$ cat src/rtl/ysyx_23060136_idu_issue_stage.sv
// Registered decode/issue stage with GPR file and per-register in-flight scoreboard.
// Optional same-cycle write-back bypass: define YSYX_23060136_WB_BYPASS_EN.
module ysyx_23060136_idu_issue_stage #(
  parameter int unsigned XLEN         = 64,
  parameter int unsigned NUM_GPR      = 32,
  parameter int unsigned MAX_INFLIGHT = 3
) (
  input  logic            clk,
  input  logic            rst,
  input  logic            in_valid,
  output logic            in_ready,
  input  logic [XLEN-1:0] in_pc,
  input  logic [31:0]     in_inst,
  input  logic            in_pre_take,
  input  logic            flush,
  output logic            out_valid,
  input  logic            out_ready,
  output logic [XLEN-1:0] out_pc,
  output logic [31:0]     out_inst,
  output logic            out_pre_take,
  output logic [4:0]      out_rd,
  output logic [4:0]      out_rs1,
  output logic [4:0]      out_rs2,
  output logic [XLEN-1:0] out_rs1_data,
  output logic [XLEN-1:0] out_rs2_data,
  output logic            out_wen,
  input  logic            WB_o_retire,
  input  logic [4:0]      WB_o_rd,
  input  logic            WB_o_RegWr,
  input  logic [XLEN-1:0] WB_o_rf_busW,
  output logic            stall_raw
);

  localparam int unsigned CW = $clog2(MAX_INFLIGHT + 1);
  localparam int unsigned AW = $clog2(NUM_GPR);
  localparam logic [CW:0]   CapLim = (CW + 1)'(MAX_INFLIGHT);
  localparam logic [CW-1:0] CntMax = CW'(MAX_INFLIGHT);

  logic [XLEN-1:0] gpr_q [NUM_GPR];
  logic [CW-1:0]   sb_q  [NUM_GPR];

  // Architectural register that exists and is not x0.
  function automatic logic idx_ok(input logic [4:0] r);
    return (r != 5'd0) && (32'(r) < NUM_GPR);
  endfunction

  logic [6:0] dec_op;
  logic [2:0] dec_f3;
  logic [4:0] dec_rd, dec_rs1, dec_rs2;
  logic       use_rs1, use_rs2, wen_class, dec_wen;

  assign dec_op  = in_inst[6:0];
  assign dec_rd  = in_inst[11:7];
  assign dec_f3  = in_inst[14:12];
  assign dec_rs1 = in_inst[19:15];
  assign dec_rs2 = in_inst[24:20];

  always_comb begin
    use_rs1   = 1'b0;
    use_rs2   = 1'b0;
    wen_class = 1'b0;
    case (dec_op)
      7'b0110111, 7'b0010111, 7'b1101111: wen_class = 1'b1;
      7'b1100111, 7'b0000011, 7'b0010011, 7'b0011011: begin
        use_rs1   = 1'b1;
        wen_class = 1'b1;
      end
      7'b0110011, 7'b0111011: begin
        use_rs1   = 1'b1;
        use_rs2   = 1'b1;
        wen_class = 1'b1;
      end
      7'b1100011, 7'b0100011: begin
        use_rs1 = 1'b1;
        use_rs2 = 1'b1;
      end
      7'b1110011: begin
        use_rs1   = (dec_f3 != 3'd0);
        wen_class = (dec_f3 != 3'd0);
      end
      default: ;
    endcase
  end

  assign dec_wen = wen_class && idx_ok(dec_rd);

  logic out_w_rs1, out_w_rs2, out_w_rd;
  assign out_w_rs1 = out_valid && out_wen && (out_rd == dec_rs1);
  assign out_w_rs2 = out_valid && out_wen && (out_rd == dec_rs2);
  assign out_w_rd  = out_valid && out_wen && (out_rd == dec_rd);

  logic [CW-1:0] sb_rs1, sb_rs2, sb_rd;
  assign sb_rs1 = sb_q[dec_rs1[AW-1:0]];
  assign sb_rs2 = sb_q[dec_rs2[AW-1:0]];
  assign sb_rd  = sb_q[dec_rd[AW-1:0]];

  logic byp_rs1, byp_rs2;
`ifdef YSYX_23060136_WB_BYPASS_EN
  // Last outstanding writer retires this cycle: take its value straight from the WB port.
  assign byp_rs1 = WB_o_retire && WB_o_RegWr && idx_ok(dec_rs1) && (WB_o_rd == dec_rs1) &&
                   (sb_rs1 == CW'(1)) && !out_w_rs1;
  assign byp_rs2 = WB_o_retire && WB_o_RegWr && idx_ok(dec_rs2) && (WB_o_rd == dec_rs2) &&
                   (sb_rs2 == CW'(1)) && !out_w_rs2;
`else
  assign byp_rs1 = 1'b0;
  assign byp_rs2 = 1'b0;
`endif

  logic          haz_rs1, haz_rs2, cap_stall, fire;
  logic [CW:0]   cap_sum;
  assign haz_rs1 = use_rs1 && idx_ok(dec_rs1) && ((sb_rs1 != '0) || out_w_rs1) && !byp_rs1;
  assign haz_rs2 = use_rs2 && idx_ok(dec_rs2) && ((sb_rs2 != '0) || out_w_rs2) && !byp_rs2;
  assign cap_sum = {1'b0, sb_rd} + {{CW{1'b0}}, out_w_rd};
  assign cap_stall = dec_wen && (cap_sum >= CapLim);

  assign in_ready  = rst && !flush && (!out_valid || out_ready) && !haz_rs1 && !haz_rs2 &&
                     !cap_stall;
  assign fire      = in_valid && in_ready;
  assign stall_raw = rst && in_valid && !in_ready && (haz_rs1 || haz_rs2 || cap_stall);

  logic [XLEN-1:0] rdata1, rdata2;
  always_comb begin
    rdata1 = idx_ok(dec_rs1) ? gpr_q[dec_rs1[AW-1:0]] : '0;
    rdata2 = idx_ok(dec_rs2) ? gpr_q[dec_rs2[AW-1:0]] : '0;
    if (byp_rs1) rdata1 = WB_o_rf_busW;
    if (byp_rs2) rdata2 = WB_o_rf_busW;
  end

  // Squashed out entries never reach the scoreboard.
  logic inc_en, dec_en, same_reg, inc_err, dec_err;
  assign inc_en   = out_valid && out_ready && out_wen && !flush;
  assign dec_en   = WB_o_retire && idx_ok(WB_o_rd);
  assign same_reg = inc_en && dec_en && (out_rd == WB_o_rd);
  assign inc_err  = inc_en && !same_reg && (sb_q[out_rd[AW-1:0]] == CntMax);
  assign dec_err  = dec_en && !same_reg && (sb_q[WB_o_rd[AW-1:0]] == '0);

  always_ff @(posedge clk) begin
    if (!rst) begin
      for (int i = 0; i < int'(NUM_GPR); i++) sb_q[i] <= '0;
    end else begin
      if (inc_en && !same_reg && !inc_err) sb_q[out_rd[AW-1:0]] <= sb_q[out_rd[AW-1:0]] + 1'b1;
      if (dec_en && !same_reg && !dec_err) sb_q[WB_o_rd[AW-1:0]] <= sb_q[WB_o_rd[AW-1:0]] - 1'b1;
    end
  end

  always_ff @(posedge clk) begin
    if (!rst) begin
      for (int i = 0; i < int'(NUM_GPR); i++) gpr_q[i] <= '0;
    end else if (WB_o_RegWr && idx_ok(WB_o_rd)) begin
      gpr_q[WB_o_rd[AW-1:0]] <= WB_o_rf_busW;
    end
  end

  always_ff @(posedge clk) begin
    if (!rst) begin
      out_valid    <= 1'b0;
      out_pc       <= '0;
      out_inst     <= '0;
      out_pre_take <= 1'b0;
      out_rd       <= '0;
      out_rs1      <= '0;
      out_rs2      <= '0;
      out_rs1_data <= '0;
      out_rs2_data <= '0;
      out_wen      <= 1'b0;
    end else if (flush) begin
      out_valid <= 1'b0;
    end else if (fire) begin
      out_valid    <= 1'b1;
      out_pc       <= in_pc;
      out_inst     <= in_inst;
      out_pre_take <= in_pre_take;
      out_rd       <= dec_rd;
      out_rs1      <= dec_rs1;
      out_rs2      <= dec_rs2;
      out_rs1_data <= rdata1;
      out_rs2_data <= rdata2;
      out_wen      <= dec_wen;
    end else if (out_ready) begin
      out_valid <= 1'b0;
    end
  end

  a_sb_overflow:  assert property (@(posedge clk) disable iff (!rst) !inc_err);
  a_sb_underflow: assert property (@(posedge clk) disable iff (!rst) !dec_err);

endmodule

$ cat config.mk
export PLATFORM = sky130hd
export DESIGN_NAME = ysyx_23060136_idu_issue_stage
export DESIGN_NICKNAME = d
export VERILOG_FILES = /design/src/rtl/ysyx_23060136_idu_issue_stage.sv
export SDC_FILE = /design/constraint.sdc
export NUM_CORES = 2
export LEC_CHECK = 0
export BUFFER_PORTS_ARGS = -buffer_cell sky130_fd_sc_hd__buf_2
export CORE_ASPECT_RATIO = 0.7
export CORE_MARGIN = 2
export CORE_UTILIZATION = 50
export CTS_CLUSTER_SIZE = 40
export DETAILED_ROUTE_END_ITERATION = 16
export GPL_TIMING_DRIVEN = 1
export HOLD_SLACK_MARGIN = 0.03
export PLACE_DENSITY_LB_ADDON = 0.3
export SLEW_MARGIN = 20
export SYNTH_ARGS = -nofsm -noshare
export SYNTH_HDL_FRONTEND = slang
export SYNTH_SLANG_ARGS = --single-unit
$ cat constraint.sdc
create_clock -name clk -period 15.3 [get_ports clk]
set_input_delay 3.825 -clock clk [delete_from_list [all_inputs] [get_ports clk]]
set_output_delay 3.825 -clock clk [all_outputs]
set_load 0.02 [all_outputs]
==> summary.md <==
| Metric | Value |
|---|---|
| Largest net degree at the start of global routing | `150` |
| Top post-synthesis cells by area | `edfxtp_1, mux4_2, and2_1` |
| H-tree Lvls | `4` |
| Slew Limit Fails | `0` |
| Hold Path End | `out_rs2_data[21]` |
| Row count | `about 150` |
| CTS resizes | `0` |
| Maximum clock rate | `between 90 and 100 MHz` |
| CTS Buf Count | `237` |
| Num Clock Sinks | `about 2300` |
| WP data required | `roughly 11 ns` |
| Crit-path slowest cell | `buf_4` |
| Mapped Cells | `8508` |
| RSZ-0062 raised after global routing | `no` |
| First-pass GRT wire length | `between 600 and 700 mm` |
| Hold_sp | `out_rs2_data[21]` |
| Leading area contributor after synthesis | `edfxtp_1` |
| M1 GR Usage | `between 40% and 50%` |
| Share of cells above drive strength 1 | `approximately a quarter` |
| CP max stage delay | `0.83 ns` |
| #FFs+latches synth | `between 2000 and 2500` |
| Worst Path Max Fanout | `68` |
| Met2 usage | `approximately half` |
| Root buf cell | `clkbuf_16` |
| Post-synth top flop | `edfxtp_1` |
| Worst-Skew Late Latency | `around 0.9 ns` |
| Vias in the first global route | `a little over 80000` |
| Placed Cells | `approximately 12000` |
| Die Span Y | `between 400 and 500 um` |
| DRC | `0` |
| Clk pin slew, worst setup/hold paths | `around 0.060 ns` |
| Hold Crit Class | `flip-flop to flip-flop` |
| Critical path cell sequence | `buf_8 > buf_4 > xnor2_1 > nand3_1 > or3_1 > o21ai_0 > o311ai_1 > nand4_1 > nor3b_1 > buf_2` |
| R2R Path Start | `sb_q[11][0]` |
| Max Cap Viol | `0` |
| Clock tree buffer depth | `4` |
| Final GP Congestion | `roughly 0.90` |
| Final core occ | `approximately 55%` |
| Critical Path Start Type | `input port` |
| Starting Density | `approximately half` |
| Hold Path Depth | `2` |
| CTS tree | `built` |
| Critical path capture point type | `output pin` |
| Final layout net count | `approximately 8700` |
| Die W | `597 um` |
| Status | `completed` |
| Sequential area share after synthesis | `between 50 and 60%` |
| WL final | `around 430 mm` |
| Vias | `roughly 80000` |
| Die area | `about 250000 um2` |
| GR peak layer | `met2` |
| Max-slew headroom | `between 15 and 20%` |
| Layout area overhead | `10.1%` |
| Ys Warns | `0` |
| Worst Clk Skew | `0.0695 ns` |
| Cell area after synthesis | `123000 um2` |
| Leak | `0.0487 uW` |
| DRT iter0 DRCs | `approximately 15000` |
| Most frequent cell after synthesis | `edfxtp_1` |
| Final setup vio count | `0` |
| Min Tclk post-route | `roughly 11 ns` |
| PwrDens | `111 nW/um2` |
| Slew @ Worst Pin | `between 1 and 1.5 ns` |
| Total gr overflow | `0` |
| 1st-pass router iterations | `5` |
| Post-detail-place hpwl | `~230 mm` |
| Worst R2R Setup Slack | `10.22 ns` |
| Setup TNS | `0 ns` |
| Crit Path Class | `input port to output pin` |
| Total setup buffers inserted after CTS | `0` |
| Detail Route Antenna Nets | `0` |
| Antenna violations before repair | `61` |
| Final period utilization | `a little under three quarters` |
| Fin. Hold Viols | `0` |
| Synth unique cells | `63` |
| Overall power | `~15000 uW` |
| Synth async-reset ratio | `0%` |
| Via-to-Cell Ratio | `6.82` |
| Syn avg cell area | `approximately 14 um2` |
| I/O pin total | `between 400 and 500` |
| Core Footprint | `~240000 um2` |
| Gr usage total | `34.0%` |
| GR Util met3 | `9.47%` |
| Layout Cells excl Fill | `12000` |
| Area share of the largest cell type after synthesis | `between 50% and 60%` |
| Peak VDD IR | `between 0.09 and 0.1 mV` |
| Worst Reg-to-Reg Cells | `15` |
| CP arrival | `about 7.1 ns` |
| CTS Hold Buffers Added | `0` |
| Post-synth EDFFs | `between 2000 and 2500` |
| Fill count | `a little under 20000` |
| I/O Buffers | `roughly 420` |
| Wirelength per Cell | `35.6 um` |
| R2r endpoint | `out_rs1_data[47]` |
| Top post-synthesis cells by count | `edfxtp_1, and2_1, mux4_2, clkbuf_1, nand2_1` |
## worst max-delay path by stage
stage	depth (start not counted)	slack, ns	from	endpoint
6_report	10	4.43	in_inst[15]	in_ready
4_1_cts	10	4.37	in_inst[15]	in_ready
3_3_place_gp	10	4.30	in_inst[15]	in_ready
3_5_place_dp	10	4.40	in_inst[15]	in_ready
2_1_floorplan	13	4.51	in_inst[7]	in_ready
5_1_grt	10	4.16	in_inst[15]	in_ready
## worst max-delay path: cells and delay by family
kind / cells / cell delay, ns
AOI/OAI and AO/OA: 2 / 0.63
and+or+nand+nor: 4 / 0.75
xor gates and xnor gates: 1 / 0.14
buffers and inverters: 3 / 1.55
## layer usage
layer	routed length, um	up-vias
met5	126	-
met4	18800	18
met3	67200	1183
met2	189000	7083
met1	153000	41600
li1	-	32000
## state kept, by name, indices dropped and copies added (netlist names), named ones only
signal,count
sb_q,64
gpr_q,2048
out_wen,1
out_rs2_data,64
out_inst,32
out_rs1_data,64
out_valid,1
out_pc,64
out_pre_take,1
## kinds of logic after synthesis
family          share of synthesized area (%)
other cells                           0.00304
buf+inv                                  3.36
xor+xnor                                0.114
fa+ha+maj                              0.0406
compound gates                           2.17
flops                                    55.3
simple gates                             14.0
mux                                      25.1
## placed cells by master (no fill, tap or decap), types with 124 or more instances in the layout
| master | synthesis | routed |
|---|---|---|
| mux4_2 | 1208 | 1208 |
| o22ai_1 | 124 | 124 |
| and2_1 | 1987 | 1987 |
| edfxtp_1 | 2112 | 2112 |
| clkbuf_16 | 0 | 239 |
| mux2i_1 | 363 | 363 |
| buf_2 | 165 | 406 |
| nand2_1 | 507 | 507 |
| o21ai_0 | 173 | 142 |
| dfxtp_1 | 232 | 231 |
| nor2_1 | 457 | 425 |
| buf_4 | 17 | 186 |
## where the power goes
group          switching, uW  internal, uW  total (uW)
Sequential               187          7320        7510
Clock                   2570          3120        5690
Combinational           1080           761        1840
Total                   3840         11200       15000
## through the flow
| step | hold WS, ns | setup WS, ns | area (um2) |
|---|---|---|---|
| final | 0.454 | 4.43 | 136000 |
| after global routing | 0.470 | 4.16 | 135000 |
| after CTS | 0.457 | 4.37 | 135000 |
| after detailed placement | 0.448 | 4.40 | 128000 |
| after global placement | 0.440 | 4.30 | 128000 |
| after floorplan | 0.536 | 4.51 | 123000 |
## final cells by class
type | instances | area, um2 | share of cell area [%]
clock buffer | 342 | 6610 | 4.88
antenna | 38 | 95.1 | 0.0702
sequential | 2344 | 68100 | 50.2
tap | 3234 | 4050 | 2.99
timing repair buffer | 613 | 3810 | 2.81
inverter | 108 | 430 | 0.318
multi-input combinational | 5241 | 51800 | 38.2
clock inverter | 88 | 674 | 0.498
Note: power is estimated with default switching activity, not from simulation.
